[src/rtl/hdmi_rx_pkg.sv]
// ============================================================================
// hdmi_rx_pkg
// Shared TMDS receive-side constants: the four control tokens and the
// aligner state encoding.
// Rev 1.0
// ============================================================================
`default_nettype none

package hdmi_rx_pkg;

  localparam logic [9:0] TMDS_CTRL_00 = 10'b1101010100;
  localparam logic [9:0] TMDS_CTRL_01 = 10'b0010101011;
  localparam logic [9:0] TMDS_CTRL_10 = 10'b0101010100;
  localparam logic [9:0] TMDS_CTRL_11 = 10'b1010101011;

  typedef enum logic [0:0] {
    ST_SEARCH = 1'b0,
    ST_LOCKED = 1'b1
  } align_state_t;

endpackage

`default_nettype wire

[src/rtl/hdmi_token_detect.sv]
// ============================================================================
// hdmi_token_detect
// Combinational match of a 10-bit TMDS word against the four control tokens.
// Rev 1.0
// ============================================================================
`default_nettype none

module hdmi_token_detect
  import hdmi_rx_pkg::*;
(
  input  logic [9:0] word,
  output logic       is_ctrl,
  output logic [1:0] ctrl
);

  always_comb begin
    is_ctrl = 1'b1;
    ctrl    = 2'b00;
    case (word)
      TMDS_CTRL_00: ctrl = 2'b00;
      TMDS_CTRL_01: ctrl = 2'b01;
      TMDS_CTRL_10: ctrl = 2'b10;
      TMDS_CTRL_11: ctrl = 2'b11;
      default:      is_ctrl = 1'b0;
    endcase
  end

endmodule

`default_nettype wire

[src/rtl/hdmi_word_aligner.sv]
// ============================================================================
// hdmi_word_aligner
// Rebuilds 10-bit TMDS words from 5-bit nibbles and bit-slips until control
// tokens appear consistently, then reports lock.
// Rev 1.0
// ============================================================================
`default_nettype none

module hdmi_word_aligner
  import hdmi_rx_pkg::*;
#(
  parameter int LOCK_HITS    = 8,
  parameter int SEARCH_WORDS = 2048,
  parameter int LOSS_WORDS   = 4096
) (
  input  logic       gclk,
  input  logic       rst,
  input  logic [4:0] d,
  input  logic       d_valid,
  output logic [9:0] word,
  output logic       word_valid,
  output logic       is_ctrl,
  output logic [1:0] ctrl,
  output logic       locked,
  output logic [3:0] offset
);

  localparam int MAX_AB = (LOCK_HITS > SEARCH_WORDS) ? LOCK_HITS : SEARCH_WORDS;
  localparam int MAX_P  = (MAX_AB > LOSS_WORDS) ? MAX_AB : LOSS_WORDS;
  localparam int CW     = $clog2(MAX_P + 1);

  localparam logic [CW-1:0] C_LOCK   = CW'(LOCK_HITS);
  localparam logic [CW-1:0] C_SEARCH = CW'(SEARCH_WORDS);
  localparam logic [CW-1:0] C_LOSS   = CW'(LOSS_WORDS);

  // Only the upper 15 bits of the 20-bit window survive to the next shift,
  // so the lowest nibble is never stored.
  logic [14:0]    hist_q, hist_d;
  logic           phase_q, phase_d;
  align_state_t   state_q, state_d;
  logic [CW-1:0]  hit_q, hit_d;
  logic [CW-1:0]  miss_q, miss_d;
  logic [3:0]     offset_q, offset_d;
  logic [9:0]     word_q, word_d;
  logic           word_valid_q, word_valid_d;
  logic           is_ctrl_q, is_ctrl_d;
  logic [1:0]     ctrl_q, ctrl_d;
  logic           locked_q, locked_d;

  logic [19:0]    buf_next;
  logic [9:0]     win [10];
  logic [9:0]     cand;
  logic           cand_is_ctrl;
  logic [1:0]     cand_ctrl;
  logic [CW-1:0]  hit_inc, miss_inc;

  assign buf_next = {d, hist_q};

  for (genvar i = 0; i < 10; i++) begin : g_win
    assign win[i] = buf_next[i +: 10];
  end

  assign cand = (offset_q <= 4'd9) ? win[offset_q] : win[0];

  hdmi_token_detect u_token_detect (
    .word    (cand),
    .is_ctrl (cand_is_ctrl),
    .ctrl    (cand_ctrl)
  );

  assign hit_inc  = (hit_q  == {CW{1'b1}}) ? hit_q  : hit_q  + 1'b1;
  assign miss_inc = (miss_q == {CW{1'b1}}) ? miss_q : miss_q + 1'b1;

  always_comb begin
    hist_d       = hist_q;
    phase_d      = phase_q;
    state_d      = state_q;
    hit_d        = hit_q;
    miss_d       = miss_q;
    offset_d     = offset_q;
    word_d       = word_q;
    word_valid_d = 1'b0;
    is_ctrl_d    = is_ctrl_q;
    ctrl_d       = ctrl_q;
    locked_d     = locked_q;

    if (d_valid) begin
      hist_d  = buf_next[19:5];
      phase_d = ~phase_q;
      if (phase_q) begin
        word_d       = cand;
        word_valid_d = 1'b1;
        is_ctrl_d    = cand_is_ctrl;
        ctrl_d       = cand_ctrl;
        case (state_q)
          ST_SEARCH: begin
            if (cand_is_ctrl) begin
              // A token wins over an expiring miss count: no slip here.
              miss_d = '0;
              if (hit_inc >= C_LOCK) begin
                state_d  = ST_LOCKED;
                locked_d = 1'b1;
                hit_d    = '0;
              end else begin
                hit_d = hit_inc;
              end
            end else begin
              hit_d = '0;
              if (miss_inc >= C_SEARCH) begin
                miss_d   = '0;
                offset_d = (offset_q == 4'd9) ? 4'd0 : offset_q + 4'd1;
              end else begin
                miss_d = miss_inc;
              end
            end
          end
          ST_LOCKED: begin
            hit_d = '0;
            if (cand_is_ctrl) begin
              miss_d = '0;
            end else if (miss_inc >= C_LOSS) begin
              // Offset is kept so the new search starts from the last good one.
              state_d  = ST_SEARCH;
              locked_d = 1'b0;
              miss_d   = '0;
            end else begin
              miss_d = miss_inc;
            end
          end
          default: begin
            state_d  = ST_SEARCH;
            locked_d = 1'b0;
          end
        endcase
      end
    end
  end

  always_ff @(posedge gclk) begin
    if (rst) begin
      hist_q       <= '0;
      phase_q      <= 1'b0;
      state_q      <= ST_SEARCH;
      hit_q        <= '0;
      miss_q       <= '0;
      offset_q     <= 4'd0;
      word_q       <= 10'd0;
      word_valid_q <= 1'b0;
      is_ctrl_q    <= 1'b0;
      ctrl_q       <= 2'b00;
      locked_q     <= 1'b0;
    end else begin
      hist_q       <= hist_d;
      phase_q      <= phase_d;
      state_q      <= state_d;
      hit_q        <= hit_d;
      miss_q       <= miss_d;
      offset_q     <= offset_d;
      word_q       <= word_d;
      word_valid_q <= word_valid_d;
      is_ctrl_q    <= is_ctrl_d;
      ctrl_q       <= ctrl_d;
      locked_q     <= locked_d;
    end
  end

  assign word       = word_q;
  assign word_valid = word_valid_q;
  assign is_ctrl    = is_ctrl_q;
  assign ctrl       = ctrl_q;
  assign locked     = locked_q;
  assign offset     = offset_q;

endmodule

`default_nettype wire

[config.mk]
export PLATFORM = sky130hd
export DESIGN_NAME = hdmi_word_aligner
export DESIGN_NICKNAME = d
export VERILOG_FILES = /design/src/rtl/hdmi_rx_pkg.sv /design/src/rtl/hdmi_token_detect.sv /design/src/rtl/hdmi_word_aligner.sv
export SDC_FILE = /design/constraint.sdc
export NUM_CORES = 1
export LEC_CHECK = 0
export ABC_CLOCK_PERIOD_IN_PS = 4550
export BUFFER_PORTS_ARGS = -buffer_cell sky130_fd_sc_hd__clkbuf_2
export CORE_MARGIN = 2
export CORE_UTILIZATION = 65
export DETAILED_ROUTE_END_ITERATION = 10
export PLACE_DENSITY_LB_ADDON = 0.08
export SYNTH_ARGS = -nofsm -noshare
export SYNTH_HDL_FRONTEND = slang
export SYNTH_SLANG_ARGS = --single-unit
[constraint.sdc]
create_clock -name gclk -period 4.55 [get_ports gclk]
set_input_delay 0.455 -clock gclk [delete_from_list [all_inputs] [get_ports gclk]]
set_output_delay 0.455 -clock gclk [all_outputs]
set_load 0.02 [all_outputs]
==> results.py, run 1 <==
metrics = {
    "synthesis": {
        "yosys.area.top_type": "dfxtp_1",
        "synth.top_cell.area_share": 0.356,
        "synthTopCellsByArea": "dfxtp_1 36%, mux2i_1 8.6%, nor2_1 6.1%",
        "syn_area_per_cell_sq_um": 8.68,
        "synthAdderAreaFrac": 0.00717,
        "synth_top_family_by_area": "simple AND/OR/NAND/NOR gates",
        "synthCells": 402,
        "synth_compound_area_frac": 0.160,
        "synth_edf_count": 0,
        "syn_area_sq_um": 3490,
        "ys_ff_latch": 62,
        "synth_cell_types": 60,
        "syn_nets": 412,
        "yosysMostFrequentCell": "dfxtp_1",
        "synth_mux_area_frac": 0.170,
        "netlist_top_cells_count": "62 x dfxtp_1, 57 x nor2_1, 30 x mux2i_1",
        "yosys_warnings": 0,
        "synth-simple-area-share": 0.238,
        "postSynth.asyncResetShare": 0,
        "synthXorXnorAreaFrac": 0.0301,
        "synth-main-ff-cell": "dfxtp_1",
        "seq_area_frac_synth": 0.356,
    },
    "floorplanning": {
        "die_y_um": 77.3,
        "dieArea_sq_um": 5970,
        "start_util": 0.679,
        "rows": 26,
        "die_w_um": 77.3,
        "core_area_sq_um": 5140,
        "boundaryPins": 27,
    },
    "critical_path": {
        "r2r_start": "offset[1]",
        "r2r_setup_slack_ps": 730,
        "cp.required_ps": 4770,
        "startpoint_type": "flop",
        "r2r_cells": 9,
        "end_kind": "flop",
        "rr_endpoint": "miss_q[8]",
        "arrival_ps": 4040,
        "cp-startpoint": "offset[1]",
        "critical_path.max_fanout": 21,
        "critPathKind": "reg -> reg",
        "critPathCapture": "miss_q[8]",
    },
    "routing": {
        "drc": 0,
        "viasPerCell": 6.17,
        "ant_nets": 0,
        "wl_per_cell_um": 16.2,
        "wirelength_um": 7960,
        "via_count": 3030,
        "firstDrtPassIters": 5,
        "first_iter_violations": 253,
    },
    "global_routing": {
        "grt_pass1_vias": 2882,
        "antenna_found_initial": 0,
        "track_usage": 0.283,
        "grt_pass1_wl_um": 13700,
        "grt_max_degree": 39,
        "overflow": 0,
    },
    "final_layout": {
        "final_area_sq_um": 3840,
        "diodes": 0,
        "post_route_cells_drive_above_1_share": 0.173,
        "fillCellCount": 405,
        "fin_util": 0.747,
        "layout.nets": 426,
        "area_delta_synth_final_pct": 10.0,
        "multi_input_area_sq_um": 2110,
        "seq_area_sq_um": 1240,
    },
    "hold_path": {
        "hp-class": "in -> reg",
        "min-delay-start": "d[4]",
    },
    "timing": {
        "slew_headroom": 0.256,
        "drv_slew": 0,
        "fin_crit_sh": 0.839,
        "fmax_mhz": 262,
        "worst_clock_skew_ps": 7.85,
        "hold_ws_ps": 365,
        "worst_slew_pin_slew_ps": 1110,
        "setup_viol": 0,
        "setup-tns-final_ps": 0,
        "hold_viol": 0,
        "rsz0062_at_grt": "false",
        "post-route-min-period_ps": 3820,
    },
    "power_and_ir_drop": {
        "power.total_mw": 1.18,
        "power.density_nw_per_um2": 308,
        "irDropWorstVdd_uv": 242,
        "p_leak_nw": 1.42,
    },
    "placement": {
        "post_dp_cell_area_sq_um": 3620,
        "io_buffers": 26,
        "dp.final_hpwl_um": 5500,
        "place_congestion": 0.975,
    },
    "clocking": {
        "cts_resized": 0,
        "postCtsHoldBufs": 0,
        "tritoncts": "yes",
        "root_buffer": "clkbuf_8",
        "clk_pin_slew_worst_paths_ps": 70,
        "cts_setup_buffers": 0,
        "htree_num_levels": 3,
        "clock_sink_count": 62,
        "clkLatencyLatePin_ps": 340,
        "clk_path_buf_depth": 2,
        "cts_buffers": 9,
    },
    "outcome": {
        "status": "finished, final reports clean",
    },
    "flow_run": {
        "drv_cap": 0,
    },
}
[power by group]
| group | leakage [nW] | internal (mW) | switching, mW |
|---|---|---|---|
| Clock | 0.108 | 0.321 | 0.215 |
| Combinational | 0.815 | 0.0304 | 0.0479 |
| Sequential | 0.502 | 0.554 | 0.0140 |
| Total | 1.42 | 0.906 | 0.277 |
[sequential cells by signal, indices dropped and copies added (netlist names)]
register and cells:
hist_q 15, hit_q 13, miss_q 13, word 10, offset 4, ctrl 2
is_ctrl 1, locked 1, phase_q 1, state_q 1, word_valid 1
[cells by family after synthesis]
group	after synthesis
adder cells (fa/ha/maj)	2
AND/OR/NAND/NOR	162
flip-flops	62
AO/OA/AOI/OAI	80
multiplexers	51
buffers and inverters	33
XOR/XNOR	12
[how the worst min path moves through the flow]
stage                      end  depth (start not counted)  slack, ps
floorplan            miss_q[1]                          2        440
global placement       ctrl[0]                          2        440
detailed placement     ctrl[0]                          2        450
CTS                 hist_q[14]                          3        360
global route        hist_q[14]                          3        370
finish              hist_q[14]                          3        360
[worst max-delay path, cell delays in order (launching register included)]
cell and delay [ps]:
dfxtp_1 800, buf_4 340, mux2_1 360, mux4_2 450, mux2_2 290, or4_4 440
nor4_4 470, a2111oi_2 160, o21ai_4 290, nor2_1 80
[layout make-up]
class                   instances  share of cell area
clock buffers                  10              0.0358
clock inverters                 6              0.0222
inverters                       7             0.00684
multi-input cells             307               0.549
flip-flops and latches         62               0.323
well taps                      70              0.0228
repair buffers                 29              0.0398
[through the flow]
stage	instances	setup WS (ps)
2_1_floorplan	402	1350
3_3_place_gp	475	895
3_5_place_dp	475	779
4_1_cts	491	757
5_1_grt	491	458
6_report	491	733
[metal layers]
layer  wire, um  global-route usage
met5          0                   0
met4        192               0.134
met3        408              0.0624
met2       3890               0.451
met1       3470               0.363
[cell usage in the layout (no fill, tap or decap), types with 11 or more instances in the layout]
cell type / instances
nor3_1: 11
nand2_1: 22
mux2i_1: 30
mux2_2: 14
o21ai_0: 20
dfxtp_1: 62
clkbuf_2: 26
nor2_1: 57
a21oi_1: 15
nand3_1: 15
Note: power is estimated with default switching activity, not from simulation.
==> run 2, diff against run 1 <==
Settings changed: ABC_AREA set to 1, ABC_CLOCK_PERIOD_IN_PS 4550 to 3700, CORE_UTILIZATION 65 to 61.
Clock period 4.55 ns to 3.7 ns, I/O delays scaled along.
==> results.py, run 2 <==
metrics = {
    "clocking": {
        "tritoncts": "yes",
        "clkLatencyLatePin_ps": 350,
        "clk_pin_slew_worst_paths_ps": 70,
        "clk_path_buf_depth": 2,
        "cts_buffers": 9,
        "cts_setup_buffers": 0,
        "root_buffer": "clkbuf_8",
        "cts_resized": 0,
        "clock_sink_count": 62,
        "postCtsHoldBufs": 0,
        "htree_num_levels": 3,
    },
    "timing": {
        "setup-tns-final_ps": 0,
        "fin_crit_sh": 0.723,
        "post-route-min-period_ps": 2680,
        "fmax_mhz": 374,
        "setup_viol": 0,
        "drv_slew": 0,
        "hold_viol": 0,
        "slew_headroom": 0.442,
        "rsz0062_at_grt": "false",
        "worst_slew_pin_slew_ps": 836,
        "worst_clock_skew_ps": 14.8,
    },
    "synthesis": {
        "synth_edf_count": 0,
        "syn_area_per_cell_sq_um": 6.49,
        "synth-main-ff-cell": "dfxtp_1",
        "syn_area_sq_um": 3730,
        "yosys_warnings": 0,
        "ys_ff_latch": 62,
        "yosysMostFrequentCell": "nand2_1",
        "postSynth.asyncResetShare": 0,
        "synth_cell_types": 43,
        "synth.top_cell.area_share": 0.332,
        "seq_area_frac_synth": 0.332,
        "syn_nets": 585,
        "netlist_top_cells_count": "135 x nand2_1, 70 x nor2_1, 62 x dfxtp_1, 62 x inv_1, 61 x nand3_1",
        "synthTopCellsByArea": "dfxtp_1 33%, nand2_1 14%, nand3_1 8.2%",
        "yosys.area.top_type": "dfxtp_1",
        "synthCells": 575,
    },
    "critical_path": {
        "end_kind": "flop",
        "critPathKind": "reg -> reg",
        "startpoint_type": "flop",
        "arrival_ps": 2910,
        "critical_path.max_fanout": 18,
        "cp.required_ps": 3940,
    },
    "routing": {
        "wirelength_um": 9080,
        "ant_nets": 0,
        "viasPerCell": 5.53,
        "wl_per_cell_um": 13.4,
        "first_iter_violations": 279,
        "highest_layer": "met4",
        "via_count": 3737,
        "drc": 0,
        "wl_met2_um": 4370,
        "firstDrtPassIters": 5,
        "wl_met1_um": 3820,
        "wl_met3_um": 530,
    },
    "global_routing": {
        "grt_pass1_vias": 3365,
        "track_usage": 0.282,
        "antenna_found_initial": 0,
        "grt_pass1_wl_um": 14700,
        "grt_max_degree": 24,
        "overflow": 0,
    },
    "final_layout": {
        "final_area_sq_um": 4100,
        "final_cell_mix": "135 x nand2_1, 70 x nor2_1, 62 x inv_1, 62 x dfxtp_1, 61 x nand3_1",
        "layout.nets": 606,
        "diodes": 0,
        "final_common_cell": "nand2_1",
        "area_delta_synth_final_pct": 9.89,
        "final_cells": 676,
        "regMostFlops": "hist_q",
        "largest_register_ff_count": 15,
        "reg_top3": "hist_q: 15 flops, hit_q: 13 flops, miss_q: 13 flops",
        "post_route_cells_drive_above_1_share": 0.150,
    },
    "floorplanning": {
        "die_w_um": 82.2,
        "core_area_sq_um": 5920,
        "boundaryPins": 27,
        "rows": 28,
        "start_util": 0.631,
        "die_y_um": 82.2,
        "dieArea_sq_um": 6760,
    },
    "power_and_ir_drop": {
        "power.density_nw_per_um2": 377,
        "p_leak_nw": 1.81,
        "irDropWorstVdd_uv": 321,
    },
    "hold_path": {
        "hp-class": "in -> reg",
    },
    "placement": {
        "io_buffers": 26,
        "place_congestion": 0.984,
        "placed_cells": 660,
        "post_dp_cell_area_sq_um": 3860,
        "dp.final_hpwl_um": 6580,
    },
    "outcome": {
        "status": "finished, final reports clean",
    },
    "flow_run": {
        "drv_cap": 0,
    },
}
## run 2: cell types whose count changed after synthesis, moves of 9 or more
cell	previous run	this run
inv_1	7	62
mux2_2	14	0
nand3_1	15	61
a21oi_1	15	26
nor2_1	57	70
clkbuf_1	17	8
o21ai_0	20	46
mux2i_1	30	0
nand2_1	22	135
## run 2: path summary, 6_finish.rpt
check | startpoint | to | slack (ps) | cells past startpoint
setup / recovery | offset[1] | miss_q[0] | 1020 | 17
setup reg to reg | offset[1] | miss_q[0] | 1020 | 17
hold reg to reg | locked | locked | 440 | 2
hold / removal | d[1] | hist_q[11] | 290 | 3
## run 2: cell type report
| class | instances | area, sq um |
|---|---|---|
| timing repair buffer | 30 | 160 |
| multi-input combinational | 421 | 2090 |
| clock inverter | 6 | 109 |
| tap | 75 | 93.8 |
| sequential | 62 | 1240 |
| clock buffer | 10 | 138 |
| fill | 542 | 1820 |
| inverter | 72 | 275 |
## run 2: kinds of logic after synthesis
family                     synth area share
AOI/OAI and AO/OA                     0.128
xor gates and xnor gates             0.0188
adders and majority gates           0.00670
buffers and inverters                 0.109
DFF                                   0.332
and+or+nand+nor                       0.405
## run 2: where the power goes
| part | switching (mW) | internal (mW) | leakage [nW] |
|---|---|---|---|
| Clock | 0.278 | 0.465 | 0.126 |
| Sequential | 0.0143 | 0.683 | 0.504 |
| Combinational | 0.0738 | 0.0339 | 1.18 |
## run 2: critical path, cell delays in order (launching register included)
cell and delay [ps]:
dfxtp_1 870, inv_4 220, nor2_2 210, nand2_1 70, nand2_1 70, inv_2 30, nand2_2 60, nand2_1 50
nand2_1 60, nand3_1 70, nor2_1 140, nand3_2 170, nand2_4 160, inv_4 50, nand2_4 70, nand3_4 130
nand2_1 100, inv_1 40
## run 2: metrics by stage
stage / util / power, mW / hold WS, ps / worst slack (ps)
3_3_place_gp: 0.651 / 0.817 / 433 / 1090
2_1_floorplan: - / 0.786 / 431 / 1750
4_1_cts: 0.693 / 1.56 / 280 / 1040
5_1_grt: 0.693 / 1.59 / 303 / 740
3_5_place_dp: 0.651 / 0.818 / 438 / 1040
6_report: 0.693 / 1.55 / 293 / 1020
## run 2: routing by layer
layer  vias to the layer above  GRT usage
li1                       1910          -
met1                      1644      0.328
met2                       144      0.488
met3                        39     0.0467
met4                         0      0.158
met5                         -          0
